<file path="config.mk">
export PLATFORM = sky130hd
export DESIGN_NAME = step_scheduler
export DESIGN_NICKNAME = d
export VERILOG_FILES = /design/src/rtl/step_scheduler.sv
export SDC_FILE = /design/constraint.sdc
export NUM_CORES = 1
export LEC_CHECK = 0
export ABC_AREA = 0
export CAP_MARGIN = 10
export CELL_PAD_IN_SITES_DETAIL_PLACEMENT = 0
export CELL_PAD_IN_SITES_GLOBAL_PLACEMENT = 1
export CORE_MARGIN = 2
export CORE_UTILIZATION = 37
export DETAILED_ROUTE_END_ITERATION = 10
export PLACE_DENSITY = 0.76
export RECOVER_POWER = 100
export SYNTH_ARGS = -nofsm -noshare
export SYNTH_HDL_FRONTEND = slang
export SYNTH_SLANG_ARGS = --single-unit
</file>
<file path="constraint.sdc">
create_clock -name clk -period 2.2 [get_ports clk]
set_input_delay 0.33 -clock clk [delete_from_list [all_inputs] [get_ports clk]]
set_output_delay 0.33 -clock clk [all_outputs]
set_load 0.005 [all_outputs]
</file>
<file path="src/rtl/step_scheduler.sv">
// step_scheduler: paces the snake game. Counts video frames, issues a one-cycle
// step request to the snake datapath, waits for its completion handshake, keeps
// the score and step period, and latches game over.
// Optional feature macro: STEP_SPEEDUP_EN -- when defined, every FOODS_PER_LEVEL
// foods eaten shortens the step period by one frame, never below MIN_PERIOD.
// Without it the period stays at START_PERIOD and no food counter exists.
module step_scheduler #(
  parameter int unsigned START_PERIOD    = 12,
  parameter int unsigned MIN_PERIOD      = 3,
  parameter int unsigned FOODS_PER_LEVEL = 4,
  parameter int unsigned CNT_W           = 5
) (
  input  logic             clk,
  input  logic             rst_n,
  input  logic             i_frame,
  input  logic             i_start,
  input  logic             i_step_done,
  input  logic             i_grow,
  input  logic             i_collision,
  output logic             o_step,
  output logic             o_busy,
  output logic             o_game_over,
  output logic [CNT_W-1:0] o_period,
  output logic [7:0]       o_score
);

  typedef enum logic [1:0] {
    S_IDLE = 2'd0,
    S_WAIT = 2'd1,
    S_STEP = 2'd2,
    S_OVER = 2'd3
  } state_t;

  localparam logic [CNT_W-1:0] LP_START = START_PERIOD[CNT_W-1:0];

  state_t           r_state;
  state_t           w_state_next;
  logic [CNT_W-1:0] r_frame_cnt;
  logic [CNT_W-1:0] w_frame_cnt_next;
  logic             r_pending;
  logic             w_pending_next;
  logic             r_collided;
  logic             w_collided_next;
  logic             r_step;
  logic             w_step_next;
  logic             r_busy;
  logic             r_game_over;
  logic [7:0]       r_score;
  logic [7:0]       w_score_next;
  logic [CNT_W-1:0] r_period;
  logic [CNT_W-1:0] w_period_next;
  logic             w_grow_acc;
  logic [CNT_W:0]   w_cnt_inc;
  logic             w_frame_hit;

  // One extra bit so the incremented count can never wrap before the compare.
  assign w_cnt_inc   = {1'b0, r_frame_cnt} + {{CNT_W{1'b0}}, 1'b1};
  // A frame completes the period when the count would reach it; ">=" keeps a
  // freshly shortened period from being overrun by an older, larger count.
  assign w_frame_hit = i_frame && (w_cnt_inc >= {1'b0, r_period});

  // Next-state and next-value logic for the sequencing FSM.
  always_comb begin
    w_state_next     = r_state;
    w_frame_cnt_next = r_frame_cnt;
    w_pending_next   = r_pending;
    w_collided_next  = r_collided;
    w_step_next      = 1'b0;
    w_score_next     = r_score;
    w_grow_acc       = 1'b0;
    case (r_state)
      S_IDLE: begin
        if (i_start) begin
          w_state_next     = S_WAIT;
          w_frame_cnt_next = '0;
        end
      end
      S_WAIT: begin
        if (r_pending || w_frame_hit) begin
          w_state_next     = S_STEP;
          w_step_next      = 1'b1;
          w_frame_cnt_next = '0;
          w_pending_next   = 1'b0;
          w_collided_next  = 1'b0;
        end else if (i_frame) begin
          w_frame_cnt_next = w_cnt_inc[CNT_W-1:0];
        end
      end
      S_STEP: begin
        // Only one overrun step is remembered; once pending the count parks at 0.
        if (i_frame && !r_pending) begin
          if (w_frame_hit) begin
            w_pending_next   = 1'b1;
            w_frame_cnt_next = '0;
          end else begin
            w_frame_cnt_next = w_cnt_inc[CNT_W-1:0];
          end
        end
        if (i_grow) begin
          w_grow_acc = 1'b1;
          if (r_score != 8'hFF) begin
            w_score_next = r_score + 8'd1;
          end
        end
        if (i_collision) begin
          w_collided_next = 1'b1;
        end
        if (i_step_done) begin
          w_state_next = (r_collided || i_collision) ? S_OVER : S_WAIT;
        end
      end
      S_OVER: begin
        w_state_next = S_OVER;
      end
      default: begin
        w_state_next = S_IDLE;
      end
    endcase
  end

  // State and registered outputs; busy/game-over follow the state being entered.
  always_ff @(posedge clk) begin
    if (!rst_n) begin
      r_state     <= S_IDLE;
      r_frame_cnt <= '0;
      r_pending   <= 1'b0;
      r_collided  <= 1'b0;
      r_step      <= 1'b0;
      r_busy      <= 1'b0;
      r_game_over <= 1'b0;
      r_score     <= 8'd0;
      r_period    <= LP_START;
    end else begin
      r_state     <= w_state_next;
      r_frame_cnt <= w_frame_cnt_next;
      r_pending   <= w_pending_next;
      r_collided  <= w_collided_next;
      r_step      <= w_step_next;
      r_busy      <= (w_state_next == S_STEP);
      r_game_over <= (w_state_next == S_OVER);
      r_score     <= w_score_next;
      r_period    <= w_period_next;
    end
  end

`ifdef STEP_SPEEDUP_EN
  localparam int unsigned      LP_FOOD_W   = (FOODS_PER_LEVEL > 1) ? $clog2(FOODS_PER_LEVEL) : 1;
  localparam logic [LP_FOOD_W:0] LP_FOOD_TGT = FOODS_PER_LEVEL[LP_FOOD_W:0];
  localparam logic [CNT_W-1:0] LP_MIN      = MIN_PERIOD[CNT_W-1:0];

  logic [LP_FOOD_W-1:0] r_food_cnt;
  logic [LP_FOOD_W-1:0] w_food_cnt_next;
  logic [LP_FOOD_W:0]   w_food_inc;

  assign w_food_inc = {1'b0, r_food_cnt} + {{LP_FOOD_W{1'b0}}, 1'b1};

  // Level-up: every FOODS_PER_LEVEL foods shave one frame off the period, floored.
  always_comb begin
    w_food_cnt_next = r_food_cnt;
    w_period_next   = r_period;
    if (w_grow_acc) begin
      if (w_food_inc == LP_FOOD_TGT) begin
        w_food_cnt_next = '0;
        if (r_period > LP_MIN) begin
          w_period_next = r_period - {{(CNT_W-1){1'b0}}, 1'b1};
        end
      end else begin
        w_food_cnt_next = w_food_inc[LP_FOOD_W-1:0];
      end
    end
  end

  // Food counter register.
  always_ff @(posedge clk) begin
    if (!rst_n) begin
      r_food_cnt <= '0;
    end else begin
      r_food_cnt <= w_food_cnt_next;
    end
  end
`else
  // Fixed pace: the period register simply holds its reset value.
  assign w_period_next = r_period;

  // Speed-up parameters are accepted for interface compatibility only; this
  // empty scope just marks a configuration that would be illegal with speed-up.
  if ((FOODS_PER_LEVEL == 0) || (MIN_PERIOD == 0)) begin : g_speedup_cfg_ignored
  end

  logic w_grow_unused;
  assign w_grow_unused = w_grow_acc;
`endif

  assign o_step      = r_step;
  assign o_busy      = r_busy;
  assign o_game_over = r_game_over;
  assign o_period    = r_period;
  assign o_score     = r_score;

endmodule
</file>
==> impl_metrics.env <==
export IMPL_critical_path_start_end_classification="flop to flop"
export IMPL_ys_dominant_reg_cell="sky130_fd_sc_hd__dfxtp_1"
export IMPL_static_leakage_power_nw=0.530
export IMPL_clock_transition_at_the_registers_of_the_reported_paths_ns=0.12
export IMPL_setup_tns_final_ns=0
export IMPL_required_ns=2.40
export IMPL_synth_top_area_share_pct=35.9
export IMPL_first_global_vias=910
export IMPL_yosys_cell_count_top_type="sky130_fd_sc_hd__dfxtp_1"
export IMPL_ys_warn_count=0
export IMPL_grt_setup_unrepaired="no"
export IMPL_layout_cell_area_non_filler_mm2=0.00133
export IMPL_ff_latch_area_um2=400
export IMPL_io_pin_count=23
export IMPL_ant_diodes=0
export IMPL_placement_io_buffers=17
export IMPL_timing_hold_worst_endpoint="o_score[4]"
export IMPL_mean_instance_size_in_the_synthesized_netlist_um2=8.59
export IMPL_fin_worst_hold_slack_ns=0.538
export IMPL_finalClockSkew_ns=0.00734
export IMPL_postCtsResizedCells=0
export IMPL_hpwl_um=1710
export IMPL_setup_viol_count_final=0
export IMPL_ff2ff_path_depth=7
export IMPL_synthDistinctLibCells=41
export IMPL_syn_instance_count=130
export IMPL_dr_pass1_iters=4
export IMPL_cellPowerDensity_mw_per_mm2=580
export IMPL_worst_ir_drop_vdd_v=0.000213
export IMPL_wirelength_um=2260
export IMPL_final_max_slew_violation_count=0
export IMPL_multiInputGateArea_um2=639
export IMPL_synthArstFlopShare_pct=0
export IMPL_worst_path_max_fanout=9
export IMPL_timing_critical_path_cells="inv_1 -> ha_1 -> and2b_1 -> o22ai_1 -> nand2_1 -> and2_0 -> o31a_1"
export IMPL_drive_gt1_share_pct=4.76
export IMPL_pre_cts_ws_ns=0.342
export IMPL_synthToLayoutAreaGrowth_pct=18.9
export IMPL_yosys_register_bits=20
export IMPL_syn_cell_area_mm2=0.00112
export IMPL_antenna_found_initial=0
export IMPL_crit_path_max_incr_delay_ns=0.41
export IMPL_synth_edff_count=0
export IMPL_hold_sp="o_score[4]"
export IMPL_via_per_inst=5.21
export IMPL_cts_htree_levels=1
export IMPL_timing_critical_path_from_type="flop"
export IMPL_worst_r2r_startpoint="r_state[1]"
export IMPL_standard_cell_core_area_mm2=0.00281
export IMPL_place_gp_congestion=0.785
export IMPL_timing_hold_worst_path_depth=2
export IMPL_layout_nets=163
export IMPL_worst_ep_arrival_time_ns=2.11
export IMPL_maximum_number_of_pins_on_one_net_before_global_route_repair=14
export IMPL_placed_instance_area_mm2=0.00129
export IMPL_critical_path_buffer_and_inverter_count=1
export IMPL_final_hold_violation_count=0
export IMPL_placementRows=19
export IMPL_cts_root_buffer_cell="sky130_fd_sc_hd__clkbuf_4"
export IMPL_run_status="finished, final reports clean"
export IMPL_crit_path_top_delay_cell="sky130_fd_sc_hd__dfxtp_1"
export IMPL_die_area_mm2=0.00347
export IMPL_clock_insertion_delay_worst_skew_ns=0.30
export IMPL_drt_wirelength_per_cell_um=12.7
export IMPL_grt_first_pass_wirelength_um=3940
export IMPL_period_needed_ns=1.91
export IMPL_cts_buffers=3
export IMPL_synth_top_cells_by_count="20 x sky130_fd_sc_hd__dfxtp_1, 14 x sky130_fd_sc_hd__nor2_1, 8 x sky130_fd_sc_hd__ha_1"
export IMPL_synth_area_leader_cell="sky130_fd_sc_hd__dfxtp_1"
export IMPL_postCtsSetupRepairBufs=0
export IMPL_detailroute_via_count=928
export IMPL_globalRouteOverflowTotal=0
export IMPL_clock_fmax_mhz=524
export IMPL_dieWidth_um=58.9
export IMPL_floorplan_initialDensity_pct=39.8
export IMPL_setup_ws_ns=0.292
export IMPL_groute_usage_overall_pct=15.0
export IMPL_crit_reg2reg_capture="r_frame_cnt[3]"
export IMPL_clock_sinks=20
export IMPL_cts_tree="built"
export IMPL_synth_area_leaders="sky130_fd_sc_hd__dfxtp_1 36%, sky130_fd_sc_hd__ha_1 9.0%, sky130_fd_sc_hd__nor2_1 4.7%"
export IMPL_cts_hold_buffers=0
export IMPL_drt_antenna_violating_nets=0
export IMPL_die_y_um=58.9
export IMPL_post_route_drc_count=0
export IMPL_register_to_register_setup_slack_ns=0.29
export IMPL_first_iter_violations=18
export IMPL_seq_area_frac_synth_pct=35.9
export IMPL_end_kind="flop"
export IMPL_period_share_pct=86.7
export IMPL_crit_family="simple AND/OR/NAND/NOR gates"
export IMPL_clk_path_buf_depth=2
export IMPL_hold_class="flop to flop"
export IMPL_fillCellCount=296
export IMPL_number_of_max_cap_violations=0
routing by layer:
layer / routed length (um) / part of all wire (%) / vias up / global-route usage [%]
met5: 0 / 0 / - / 0
met4: 28 / 1.2 / 0 / 7.79
met3: 75 / 3.3 / 4 / 2.86
met2: 1070 / 48 / 16 / 24.6
met1: 1080 / 48 / 427 / 18.5
li1: - / - / 481 / -
worst max-delay path by stage:
stage	depth (start not counted)	from	endpoint
finish	7	r_state[1]	r_frame_cnt[3]
global placement	7	r_state[1]	r_frame_cnt[3]
CTS	7	r_state[1]	r_frame_cnt[1]
floorplan	7	r_state[1]	r_frame_cnt[2]
global route	7	r_state[1]	r_frame_cnt[3]
detailed placement	7	r_state[1]	r_frame_cnt[1]
stage by stage:
step | total power [W] | util [%] | instances
after global placement | 0.000479 | 45.9 | 174
final | 0.000770 | 47.3 | 178
after floorplan | 0.000456 | - | 133
after detailed placement | 0.000481 | 45.9 | 174
after CTS | 0.000787 | 47.8 | 178
after global routing | 0.000818 | 47.3 | 178
power breakdown:
group | switching (W) | internal, W | total, W | leakage [nW]
Sequential | 0.00000684 | 0.000369 | 0.000376 | 0.162
Clock | 0.000117 | 0.000184 | 0.000301 | 0.0279
Combinational | 0.0000546 | 0.0000387 | 0.0000933 | 0.340
cell usage in the layout, fill, tap and decap left out, types with 2 or more instances in the layout:
cell type                          n
sky130_fd_sc_hd__a211oi_1          2
sky130_fd_sc_hd__a21oi_1           7
sky130_fd_sc_hd__and2_0            2
sky130_fd_sc_hd__clkbuf_4          3
sky130_fd_sc_hd__clkdlybuf4s50_1   6
sky130_fd_sc_hd__conb_1            5
sky130_fd_sc_hd__dfxtp_1          20
sky130_fd_sc_hd__dlygate4sd3_1    11
sky130_fd_sc_hd__ha_1              8
sky130_fd_sc_hd__inv_1             7
sky130_fd_sc_hd__mux2i_1           2
sky130_fd_sc_hd__nand2_1           8
sky130_fd_sc_hd__nand3_1           3
sky130_fd_sc_hd__nand4_1           3
sky130_fd_sc_hd__nor2_1           14
sky130_fd_sc_hd__nor2b_1           2
sky130_fd_sc_hd__nor3_1            4
sky130_fd_sc_hd__nor4_1            2
sky130_fd_sc_hd__o211ai_1          2
sky130_fd_sc_hd__o21ai_0           7
sky130_fd_sc_hd__o21ai_1           2
sky130_fd_sc_hd__o31a_1            2
sky130_fd_sc_hd__or3_1             4
sky130_fd_sc_hd__xnor2_1           4
cell type report:
class                      instances  share of cell area [%]
multi-input combinational         99                    48.2
sequential                        20                    30.2
timing repair buffer              17                    12.8
clock buffer                       3                    1.70
tap                               31                    2.92
clock inverter                     1                    2.26
inverter                           7                    1.98
tightest hold or removal path, cell delays in order, from the launching register on:
cell	delay (ns)
sky130_fd_sc_hd__dfxtp_1	0.36
sky130_fd_sc_hd__o21ai_0	0.08
sky130_fd_sc_hd__a21oi_1	0.06
state kept, by name, indices dropped and copies added (netlist names):
register,cells
r_state,2
o_game_over,1
o_score,8
o_step,1
r_collided,1
r_frame_cnt,5
r_pending,1
o_busy,1
cells by family after synthesis:
kind of cell | share of synthesized area (%)
fa+ha+maj | 8.97
mux | 1.79
xor+xnor | 3.92
other cells | 0.673
simple gates | 22.2
flops | 35.9
buf+inv | 6.73
compound gates | 19.8
Power figures use the tool's default switching activity.
